<file path="src/rtl/hazard_stall_unit.sv">
// Load-use / flag hazard detection, bubble control and operand forwarding for the ID stage.
// Optional saturating bubble counter on port stall_cnt when HAZ_STALL_CNT_EN is defined.
module hazard_stall_unit #(
    parameter int unsigned LOAD_STALL_CYCLES = 1,
    parameter int unsigned CNT_W             = 16
) (
    input  logic             clk,
    input  logic             reset_n,
    input  logic [3:0]       id_rn,
    input  logic [3:0]       id_rm,
    input  logic [3:0]       id_rd,
    input  logic             id_use_rn,
    input  logic             id_use_rm,
    input  logic             id_use_rd,
    input  logic             id_use_flags,
    input  logic             id_rf_en,
    input  logic             id_load,
    input  logic             id_s,
    input  logic             branch_taken,
    output logic             nop_sel,
    output logic             pc_ld,
    output logic             ifid_ld,
    output logic             ifid_clr,
    output logic [1:0]       fwd_a,
    output logic [1:0]       fwd_b,
    output logic [1:0]       fwd_c
`ifdef HAZ_STALL_CNT_EN
    ,
    output logic [CNT_W-1:0] stall_cnt
`endif
);

    typedef struct packed {
        logic [3:0] rd;
        logic       rf_en;
        logic       load;
        logic       s;
    } shadow_t;

    typedef enum logic [0:0] {StRun, StStall} state_e;

    localparam logic [2:0] LoadCnt = 3'(LOAD_STALL_CYCLES - 1);

    shadow_t    ex_q, ex_d, mem_q, mem_d, wb_q, wb_d;
    state_e     state_q, state_d;
    logic [2:0] cnt_q, cnt_d;
    logic       hz_load, hz_flag, hazard;
    logic       nop_core, clr_core;
    logic [1:0] sel_a, sel_b, sel_c;

    function automatic logic [1:0] fwd_sel(input logic [3:0] src, input shadow_t ex,
                                           input shadow_t mem, input shadow_t wb);
        logic [1:0] sel;
        sel = 2'b00;
        if (src != 4'd15) begin
            if (ex.rf_en && ex.rd == src && ex.rd != 4'd15) begin
                sel = 2'b01;
            end else if (mem.rf_en && mem.rd == src && mem.rd != 4'd15) begin
                sel = 2'b10;
            end else if (wb.rf_en && wb.rd == src && wb.rd != 4'd15) begin
                sel = 2'b11;
            end
        end
        return sel;
    endfunction

    always_comb begin
        hz_load = ex_q.load && ex_q.rf_en && (ex_q.rd != 4'd15) &&
                  ((id_use_rn && id_rn == ex_q.rd) ||
                   (id_use_rm && id_rm == ex_q.rd) ||
                   (id_use_rd && id_rd == ex_q.rd));
        hz_flag = id_use_flags && ex_q.s;
        hazard  = hz_load || hz_flag;
    end

    always_comb begin
        nop_core = 1'b0;
        clr_core = 1'b0;
        state_d  = state_q;
        cnt_d    = cnt_q;
        unique case (state_q)
            StRun: begin
                if (hazard) begin
                    nop_core = 1'b1;
                    // A flag hazard needs only one bubble; load-use takes the configured count.
                    cnt_d    = hz_load ? LoadCnt : 3'd0;
                    state_d  = (cnt_d != 3'd0) ? StStall : StRun;
                end else if (branch_taken) begin
                    clr_core = 1'b1;
                end
            end
            StStall: begin
                nop_core = 1'b1;
                cnt_d    = (cnt_q != 3'd0) ? cnt_q - 3'd1 : 3'd0;
                state_d  = (cnt_d == 3'd0) ? StRun : StStall;
            end
            default: state_d = StRun;
        endcase
    end

    always_comb begin
        sel_a    = fwd_sel(id_rn, ex_q, mem_q, wb_q);
        sel_b    = fwd_sel(id_rm, ex_q, mem_q, wb_q);
        sel_c    = fwd_sel(id_rd, ex_q, mem_q, wb_q);
        nop_sel  = reset_n & nop_core;
        pc_ld    = ~nop_sel;
        ifid_ld  = ~nop_sel;
        ifid_clr = reset_n & clr_core;
        fwd_a    = reset_n ? sel_a : 2'b00;
        fwd_b    = reset_n ? sel_b : 2'b00;
        fwd_c    = reset_n ? sel_c : 2'b00;
    end

    always_comb begin
        ex_d  = nop_core ? '0 : {id_rd, id_rf_en, id_load, id_s};
        mem_d = ex_q;
        wb_d  = mem_q;
    end

    always_ff @(posedge clk) begin
        if (!reset_n) begin
            ex_q    <= '0;
            mem_q   <= '0;
            wb_q    <= '0;
            state_q <= StRun;
            cnt_q   <= 3'd0;
        end else begin
            ex_q    <= ex_d;
            mem_q   <= mem_d;
            wb_q    <= wb_d;
            state_q <= state_d;
            cnt_q   <= cnt_d;
        end
    end

`ifdef HAZ_STALL_CNT_EN
    logic [CNT_W-1:0] stall_cnt_q, stall_cnt_d;

    always_comb begin
        stall_cnt_d = stall_cnt_q;
        if (nop_sel && stall_cnt_q != '1) begin
            stall_cnt_d = stall_cnt_q + CNT_W'(1);
        end
    end

    always_ff @(posedge clk) begin
        if (!reset_n) begin
            stall_cnt_q <= '0;
        end else begin
            stall_cnt_q <= stall_cnt_d;
        end
    end

    assign stall_cnt = stall_cnt_q;
`endif

endmodule

</file>
<file path="config.mk">
export PLATFORM = sky130hd
export DESIGN_NAME = hazard_stall_unit
export DESIGN_NICKNAME = d
export VERILOG_FILES = /design/src/rtl/hazard_stall_unit.sv
export SDC_FILE = /design/constraint.sdc
export NUM_CORES = 1
export LEC_CHECK = 0
export BUFFER_PORTS_ARGS = -buffer_cell sky130_fd_sc_hd__clkbuf_2
export CAP_MARGIN = 20
export CORE_ASPECT_RATIO = 0.75
export CORE_UTILIZATION = 40
export CTS_CLUSTER_DIAMETER = 50
export DETAILED_ROUTE_END_ITERATION = 16
export PLACE_DENSITY = 0.64
export SKIP_CTS_REPAIR_TIMING = 1
export SLEW_MARGIN = 20
export SYNTH_ARGS = -nofsm -noshare
export SYNTH_HDL_FRONTEND = slang
export SYNTH_SLANG_ARGS = --single-unit
</file>
<file path="constraint.sdc">
create_clock -name clk -period 1.7 [get_ports clk]
set_input_delay 0.255 -clock clk [delete_from_list [all_inputs] [get_ports clk]]
set_output_delay 0.255 -clock clk [all_outputs]
set_load 0.005 [all_outputs]
</file>
==> impl_metrics.csv, run 1 <==
group,metric,value,unit
synthesis,synth-warning-count,0,
worst_setup_path,crit_path_cell_trace,"nand4_1 -> and3_4 -> a31o_4 -> nor4bb_4 -> and2_1 -> clkbuf_2",
layout,fillers,226,
synthesis,synth_seq_area_share,0.333,
global_routing,grt_pass1_vias,1128,
layout,post_route_cells_drive_above_1_share,0.560,
worst_setup_path,start_kind,"flop",
placed_design,gp_congestion,0.853,
layout,diodes,0,
global_routing,grt_overflow,0,
status,violations,"setup timing",
floorplanning,ios,32,
clock_tree,path_clk_slew,0.08,ns
detailed_routing,drtPass1Iterations,4,
power,p_leak,0.920,nW
power,pwr_density_cell,576,nW/µm²
detailed_routing,drc,0,
sta,hold_violations,0,
placed_design,port_buffers,31,
clock_tree,clk_latency,0.27,ns
worst_setup_path,r2r_slack,-0.24,ns
run,drv_cap,0,
layout,fin_nets,223,
sta,min_period,2.11,ns
synthesis,yosysTopAreaCell,"dfxtp_1",
worst_setup_path,worstPathRequired,1.44,ns
global_routing,track_usage,0.219,
sta,slew_headroom,0.786,
clock_tree,cts_buffer_depth,2,
placed_design,dp.final_hpwl,2.66,mm
placed_design,dpl.cell_count,225,
detailed_routing,postRouteAntennaNets,0,
min_path,hold_end,"ex_q[2]$_SDFF_PP0_",
layout,final_cell_area,2000,µm²
clock_tree,ctsHtreeMaxLevel,1,
synthesis,synth_seq_cells,21,
floorplanning,fp.dieW,66.8,µm
floorplanning,coreArea,2980,µm²
floorplanning,die_area,3380,µm²
power,peakVddDrop,0.291,mV
worst_setup_path,arrival,1.85,ns
placed_design,dpl-instance-area,1630,µm²
worst_setup_path,crit_path_max_fanout,5,
power,power,1.15,mW
layout,final_cell_mix,"xor2_1, buf_4, clkbuf_2",
worst_setup_path,cp-startpoint,"ex_q[3]$_SDFF_PP0_",
sta,setup_violations,19,
floorplanning,rows,17,
sta,fmax,474,MHz
floorplanning,start_util,0.424,
worst_setup_path,cp-end-kind,"primary output",
sta,drv_slew,0,
synthesis,synthesis.area,1260,µm²
status,status,"finished, violations left",
global_routing,antenna_found_initial,0,
global_routing,grt_pass1_wl,5.13,mm
layout,final_cell_count_no_fill,238,
worst_setup_path,slowest_stage,"dfxtp_4",
sta,rsz0062_at_grt,"yes",
clock_tree,cts_made_buffers,3,
synthesis,netlist_top_cells_area,"dfxtp_1, xor2_1, and2_1",
detailed_routing,wl_per_cell,16.5,µm
layout,area_growth,58.7,%
worst_setup_path,crit_type,"flop to primary output",
synthesis,synth_cell_types,31,
worst_setup_path,rr_worst_depth,8,
floorplanning,die_height,50.6,µm
min_path,hold_depth,2,
worst_setup_path,worstReg2RegEnd,"cnt_q[0]$_SDFFE_PN0P_",
clock_tree,cts-root-buf,"clkbuf_8",
detailed_routing,wl,3.92,mm
worst_setup_path,critPathMaxStageDelay,0.41,ns
min_path,min_from,"id_rf_en",
clock_tree,numClockSinks,21,
sta,post-route-period-util,1.24,
min_path,min_path_type,"input port to flop",
sta,layout_setup_ws,-0.409,ns
sta,tightest_slew,0.320,ns
synthesis,avgSynthCellArea,9.27,µm²
detailed_routing,drt_iter0_markers,21,
sta,finalClockSkew,0.00731,ns
synthesis,yosysTopAreaCellShare,0.333,
synthesis,synth_fp_nets,158,
synthesis,synthCells,136,
detailed_routing,via_per_inst,5.20,
detailed_routing,vias,1238,
global_routing,grt_max_degree,15,
clock_tree,cts_tree,"done",
worst_setup_path,r2r_start,"ex_q[3]$_SDFF_PP0_",
==> flip-flops by register name, indices dropped and copies added, names as in the netlist <==
| register | cells |
|---|---|
| ex_q | 7 |
| mem_q | 5 |
| wb_q | 5 |
| cnt_q | 3 |
| state_q | 1 |
==> where the power goes <==
| group | internal (mW) | switching (mW) | leakage [nW] |
|---|---|---|---|
| Clock | 0.167 | 0.162 | 0.0228 |
| Combinational | 0.149 | 0.142 | 0.720 |
| Sequential | 0.507 | 0.0266 | 0.177 |
==> critical path, delay by kind of cell, from the launching register on <==
family | cells | cell delay, ns
compound gates | 1 | 0.25
simple gates | 4 | 0.84
buf+inv | 1 | 0.10
flops | 1 | 0.41
==> through the flow <==
step	TNS (ns)	worst slack, ns	hold slack (ns)	utilization
after global placement	-0.946	-0.161	0.442	0.546
after detailed placement	-1.19	-0.179	0.445	0.546
final	-3.95	-0.409	0.197	0.672
after floorplan	-0.00873	-0.00873	0.377	-
after global routing	-5.74	-0.517	0.209	0.672
after CTS	-3.87	-0.473	0.180	0.561
==> worst max path at each step <==
stage	to	slack (ns)	cells after the start
after floorplan	ifid_clr	-0.009	6
after global placement	cnt_q[0]$_SDFFE_PN0P_	-0.16	7
after detailed placement	ifid_clr	-0.18	6
after CTS	ifid_clr	-0.47	6
after global routing	nop_sel	-0.52	7
final	ifid_clr	-0.41	6
==> logic make-up (layout without fill, tap and decap cells) <==
logic type,Yosys count,after routing,share of synthesized area
AOI/OAI and AO/OA,14,14,0.0982
xor gates and xnor gates,37,37,0.257
buffers and inverters,7,71,0.0298
DFF,21,21,0.333
muxes,1,1,0.00893
and+or+nand+nor,56,56,0.273
==> routing by layer <==
metal | global-route usage | up-vias | share of wire | wire [µm]
met5 | 0 | - | 0 | 0
met4 | 0.113 | 0 | 0.046 | 179
met3 | 0.0477 | 19 | 0.049 | 193
met2 | 0.350 | 44 | 0.46 | 1800
met1 | 0.273 | 582 | 0.45 | 1760
li1 | - | 593 | - | -
==> final cells by class <==
class / instances / area [µm²] / area share
Multi-Input combinational cell: 108 / 1020 / 0.511
Sequential cell: 21 / 447 / 0.223
Timing Repair Buffer: 65 / 433 / 0.216
Tap cell: 38 / 47.5 / 0.0238
Clock buffer: 4 / 45.0 / 0.0225
Inverter: 2 / 7.51 / 0.00375
==> synthesized netlist by cell type <==
library cell	number
and3_1	1
nor4bb_4	1
nand3_1	2
buf_1	1
xor2_1	36
a32oi_1	3
dfxtp_1	21
a221oi_1	3
buf_6	1
nand4_1	5
o211ai_1	1
a22o_1	1
nor4_1	3
nor2_1	7
a31o_4	1
nor4_2	3
nand2b_1	1
and2_1	19
xnor2_1	1
o21a_1	1
o2bb2ai_1	1
o21ai_0	1
a41oi_1	1
nand2_1	10
a21o_1	1
clkbuf_1	2
mux2_2	1
buf_4	1
inv_1	2
nor3_1	3
and3_4	1
(Power assumes the default switching activity.)
==> run 2, diff against run 1 <==
--- a/config.mk
+++ b/config.mk
@@ -17,3 +17,4 @@
 export SYNTH_ARGS = -nofsm -noshare
 export SYNTH_HDL_FRONTEND = slang
 export SYNTH_SLANG_ARGS = --single-unit
+export TNS_END_PERCENT = 5
==> run 2 against run 1 <==
  * The flow still finishes with violations (setup timing)
  * Worst setup slack worse by 0.020 ns
  * Clock skew about the same
  * Critical path depth unchanged
  * Die area unchanged
  * Critical endpoint unchanged
==> impl_metrics.csv, run 2 (synthesis gave the netlist of run 1 again) <==
group,metric,value,unit
status,status,"finished, violations left",
status,violations,"setup timing",
sta,min_period,2.13,ns
placed_design,gp_congestion,0.853,
worst_setup_path,crit_type,"flop to primary output",
clock_tree,numClockSinks,21,
global_routing,grt_overflow,0,
floorplanning,die_height,50.6,µm
floorplanning,start_util,0.424,
worst_setup_path,start_kind,"flop",
clock_tree,cts-root-buf,"clkbuf_8",
worst_setup_path,crit_path_cell_trace,"nand4_1 -> and3_4 -> a31o_4 -> nor4bb_4 -> and2_1 -> clkbuf_2",
detailed_routing,drt_iter0_markers,40,
clock_tree,clk_latency,0.27,ns
sta,post-route-period-util,1.25,
global_routing,grt_pass1_vias,1128,
clock_tree,cts_buffer_depth,2,
global_routing,grt_pass1_wl,5.13,mm
floorplanning,fp.dieW,66.8,µm
run,drv_cap,0,
detailed_routing,via_per_inst,5.15,
power,p_leak,0.848,nW
detailed_routing,drtPass1Iterations,4,
placed_design,port_buffers,31,
sta,holdWs,0.190,ns
global_routing,grt_max_degree,15,
power,peakVddDrop,0.283,mV
floorplanning,rows,17,
worst_setup_path,worstPathRequired,1.44,ns
detailed_routing,vias,1200,
sta,hold_violations,0,
min_path,min_from,"id_s",
worst_setup_path,cp-end-kind,"primary output",
layout,fillers,272,
sta,layout_setup_ws,-0.429,ns
sta,drv_slew,0,
clock_tree,cts_tree,"done",
floorplanning,die_area,3380,µm²
global_routing,antenna_found_initial,0,
sta,setup_violations,19,
sta,slew_headroom,0.749,
layout,area_growth,39.4,%
clock_tree,ctsHtreeMaxLevel,1,
clock_tree,cts_made_buffers,3,
worst_setup_path,slowest_stage,"dfxtp_2",
layout,diodes,0,
worst_setup_path,crit_path_max_fanout,5,
placed_design,pre_cts_ws,-0.179,ns
worst_setup_path,arrival,1.87,ns
worst_setup_path,cp-startpoint,"ex_q[3]$_SDFF_PP0_",
sta,tightest_slew,0.373,ns
clock_tree,path_clk_slew,0.08,ns
detailed_routing,wl,3.54,mm
detailed_routing,postRouteAntennaNets,0,
min_path,min_path_type,"input port to flop",
worst_setup_path,critPathMaxStageDelay,0.39,ns
detailed_routing,wl_per_cell,15.2,µm
layout,final_cell_mix,"xor2_1, clkbuf_2, buf_4",
floorplanning,coreArea,2980,µm²
power,pwr_density_cell,621,nW/µm²
floorplanning,ios,32,
layout,fin_nets,218,
layout,reg_top3,"ex_q (7), mem_q (5), wb_q (5)",
worst_setup_path,r2r_start,"ex_q[3]$_SDFF_PP0_",
placed_design,dp.final_hpwl,2.66,mm
global_routing,track_usage,0.219,
layout,largest_reg_flops,7,
detailed_routing,drc,0,
sta,finalClockSkew,0.00726,ns
layout,layout_commonest_cell,"xor2_1",
layout,post_route_cells_drive_above_1_share,0.431,
sta,rsz0062_at_grt,"yes",
layout,top_register,"ex_q",
sta,fmax,470,MHz
-- run 2: cell count changes in the layout (fill, tap and decap cells not counted), sizes merged --
cell	before	now
clkbuf	27	33
buf	42	31
-- run 2: report_power, final --
| part | internal, mW | total (mW) | switching (mW) | leakage [nW] |
|---|---|---|---|---|
| Sequential | 0.509 | 0.533 | 0.0237 | 0.175 |
| Combinational | 0.119 | 0.231 | 0.112 | 0.650 |
| Clock | 0.167 | 0.329 | 0.162 | 0.0228 |
| Total | 0.795 | 1.09 | 0.297 | 0.848 |
-- run 2: worst paths after layout --
check,to,cells after the start,slack [ns]
worst min register to register,wb_q[2]$_SDFF_PN0_,1,0.48
worst min-delay path,ex_q[0]$_SDFF_PP0_,2,0.19
worst max register to register,cnt_q[0]$_SDFFE_PN0P_,8,-0.28
worst max-delay path,ifid_clr,6,-0.43
-- run 2: per-stage QoR --
step	area (µm²)	util	TNS (ns)	total power [mW]	instances
2_1_floorplan	1270	-	-0.00873	0.646	136
3_3_place_gp	1630	0.546	-0.946	0.752	225
3_5_place_dp	1630	0.546	-1.19	0.759	225
4_1_cts	1670	0.561	-3.87	1.09	229
5_1_grt	1760	0.590	-6.32	1.14	233
6_report	1760	0.590	-4.56	1.09	233
-- run 2: per-layer routing --
metal | vias to the layer above | GRT usage | part of all wire | routed length [µm]
met2 | 45 | 0.350 | 0.47 | 1650
met5 | - | 0 | 0 | 0
met4 | 0 | 0.113 | 0.021 | 74
li1 | 587 | - | - | -
met3 | 9 | 0.0477 | 0.057 | 203
met1 | 559 | 0.273 | 0.46 | 1610
-- run 2: layout make-up --
type,count,area [µm²],area share
Timing Repair Buffer,60,377,0.214
Clock buffer,4,45.0,0.0256
Multi-Input combinational cell,108,845,0.480
Sequential cell,21,437,0.248
Tap cell,38,47.5,0.0270
Inverter,2,7.51,0.00427
-- run 2: critical path: cells and delay by family (launching register included) --
family	cells	cell delay [ns]
buf+inv	1	0.10
simple gates	4	0.86
compound gates	1	0.25
flops	1	0.39
==> run 3, diff against run 2 <==
==> constraint.sdc (replaced) <==
create_clock -name clk -period 1.7 [get_ports clk]
set_input_delay 0.255 -clock clk [delete_from_list [all_inputs] [get_ports clk]]
set_output_delay 0.255 -clock clk [all_outputs]
set_load 0.05 [all_outputs]
==> run 3 against run 2 <==
  * The flow still finishes with violations (setup timing)
  * Sequential cell count unchanged
  * Fmax shrank 2.6%
  * Routed wire length up 6.9%
  * Utilization up 6.6 points
  * Design area rose by 11%
  * Sequential share of layout area shrank 2.2 points
  * Worst hold slack better by 0.012 ns
  * Count of clock-buffer cells in the layout stayed put
  * Via count up 3.0%
  * Largest cell class unchanged
==> impl_metrics.csv, run 3 (synthesis gave the netlist of run 1 again) <==
group,metric,value,unit
status,status,"finished, violations left",
status,violations,"setup timing",
detailed_routing,vias,1236,
layout,reg_top3,"ex_q (7), mem_q (5), wb_q (5)",
layout,post_route_cells_drive_above_1_share,0.487,
worst_setup_path,worstReg2RegEnd,"cnt_q[0]$_SDFFE_PN0P_",
power,p_leak,0.885,nW
layout,utilization,0.656,
clock_tree,ctsHtreeMaxLevel,1,
global_routing,grt_pass1_wl,5.51,mm
layout,top_register,"ex_q",
layout,area_growth,54.9,%
floorplanning,ios,32,
worst_setup_path,critPathMaxStageDelay,0.39,ns
worst_setup_path,arrival,1.93,ns
placed_design,dp.final_hpwl,2.87,mm
global_routing,grt_pass1_vias,1209,
detailed_routing,drtPass1Iterations,4,
clock_tree,cts_made_buffers,3,
placed_design,pre_cts_ws,-0.260,ns
power,pwr_density_cell,584,nW/µm²
floorplanning,die_height,50.6,µm
clock_tree,cts-root-buf,"clkbuf_8",
power,power,1.14,mW
global_routing,antenna_found_initial,0,
sta,finalClockSkew,0.00244,ns
worst_setup_path,worstPathRequired,1.44,ns
layout,layout_commonest_cell,"xor2_1",
detailed_routing,drt_iter0_markers,58,
detailed_routing,drc,0,
sta,layout_setup_ws,-0.487,ns
clock_tree,numClockSinks,21,
global_routing,grt_overflow,0,
clock_tree,cts_buffer_depth,2,
clock_tree,path_clk_slew,0.07,ns
layout,final_cell_area,1950,µm²
layout,largest_reg_flops,7,
sta,hold_violations,0,
worst_setup_path,slowest_stage,"dfxtp_4",
worst_setup_path,rr_worst_depth,7,
worst_setup_path,cp_num_buf_inv,1,
global_routing,grt_max_degree,12,
min_path,min_path_type,"input port to flop",
power,peakVddDrop,0.579,mV
clock_tree,clk_latency,0.26,ns
min_path,hold_depth,2,
min_path,min_from,"id_s",
floorplanning,coreArea,2980,µm²
sta,fmax,457,MHz
floorplanning,rows,17,
placed_design,port_buffers,31,
layout,diodes,0,
worst_setup_path,r2r_slack,-0.16,ns
sta,drv_slew,0,
run,drv_cap,0,
worst_setup_path,cp-end-kind,"primary output",
global_routing,track_usage,0.224,
detailed_routing,wl_per_cell,16.2,µm
placed_design,gp_congestion,0.897,
sta,min_period,2.19,ns
sta,setup_violations,20,
min_path,hold_end,"ex_q[0]$_SDFF_PP0_",
floorplanning,fp.dieW,66.8,µm
sta,tns,-4.35,ns
worst_setup_path,cp_top_family,"simple AND/OR/NAND/NOR gates",
clock_tree,cts_tree,"done",
worst_setup_path,crit_path_max_fanout,5,
floorplanning,start_util,0.424,
layout,final_cell_mix,"xor2_1, buf_4, clkbuf_2",
worst_setup_path,crit_type,"flop to primary output",
sta,slew_headroom,0.717,
worst_setup_path,start_kind,"flop",
sta,rsz0062_at_grt,"yes",
sta,post-route-period-util,1.29,
floorplanning,die_area,3380,µm²
sta,tightest_slew,0.418,ns
worst_setup_path,r2r_start,"ex_q[3]$_SDFF_PP0_",
placed_design,dpl-instance-area,1690,µm²
worst_setup_path,crit_path_cell_trace,"nand4_1 -> and3_4 -> a31o_4 -> nor4bb_4 -> and2_4 -> buf_8",
layout,fin_nets,218,
detailed_routing,wl,3.79,mm
detailed_routing,postRouteAntennaNets,0,
detailed_routing,via_per_inst,5.30,
[run 3: worst max-delay path by stage]
stage,end,cells after the start,start,slack [ns]
2_1_floorplan,fwd_a[1],4,mem_q[6]$_SDFF_PN0_,-0.19
3_3_place_gp,ifid_clr,6,ex_q[6]$_SDFF_PP0_,-0.24
3_5_place_dp,ifid_clr,7,ex_q[4]$_SDFF_PP0_,-0.26
4_1_cts,ifid_clr,6,ex_q[5]$_SDFF_PP0_,-0.55
5_1_grt,ifid_clr,6,ex_q[5]$_SDFF_PP0_,-0.59
6_report,ifid_clr,6,ex_q[5]$_SDFF_PP0_,-0.49
[run 3: per-layer routing]
layer | track usage | vias to the layer above | share of wire
met4 | 0.103 | 0 | 0.016
met1 | 0.308 | 606 | 0.47
met2 | 0.345 | 38 | 0.46
li1 | - | 584 | -
met5 | 0 | - | 0
met3 | 0.0273 | 8 | 0.045
[run 3: layout make-up]
cell class,count,area (µm²)
clock buffers,4,45.0
well taps,38,47.5
multi-input cells,108,951
fillers,243,1020
repair buffers,60,460
inverters,2,7.51
flip-flops and latches,21,442
[run 3: power breakdown]
| part | internal, mW | switching, mW |
|---|---|---|
| Clock | 0.167 | 0.153 |
| Combinational | 0.135 | 0.154 |
| Sequential | 0.507 | 0.0243 |
| Total | 0.809 | 0.331 |
[run 3: through the flow]
| step | hold slack, ns | std cells |
|---|---|---|
| after global routing | 0.194 | 233 |
| final | 0.202 | 233 |
| after detailed placement | 0.464 | 225 |
| after global placement | 0.454 | 225 |
| after CTS | 0.203 | 229 |
| after floorplan | 0.377 | 136 |
[run 3: worst reg2reg max path, cell delays in order, from the launching register on]
cell and delay [ns]:
dfxtp_4 0.36, buf_4 0.15, xor2_2 0.18, nor4_4 0.28
nand3_2 0.15, nor4bb_4 0.20, buf_4 0.16, mux2_2 0.26
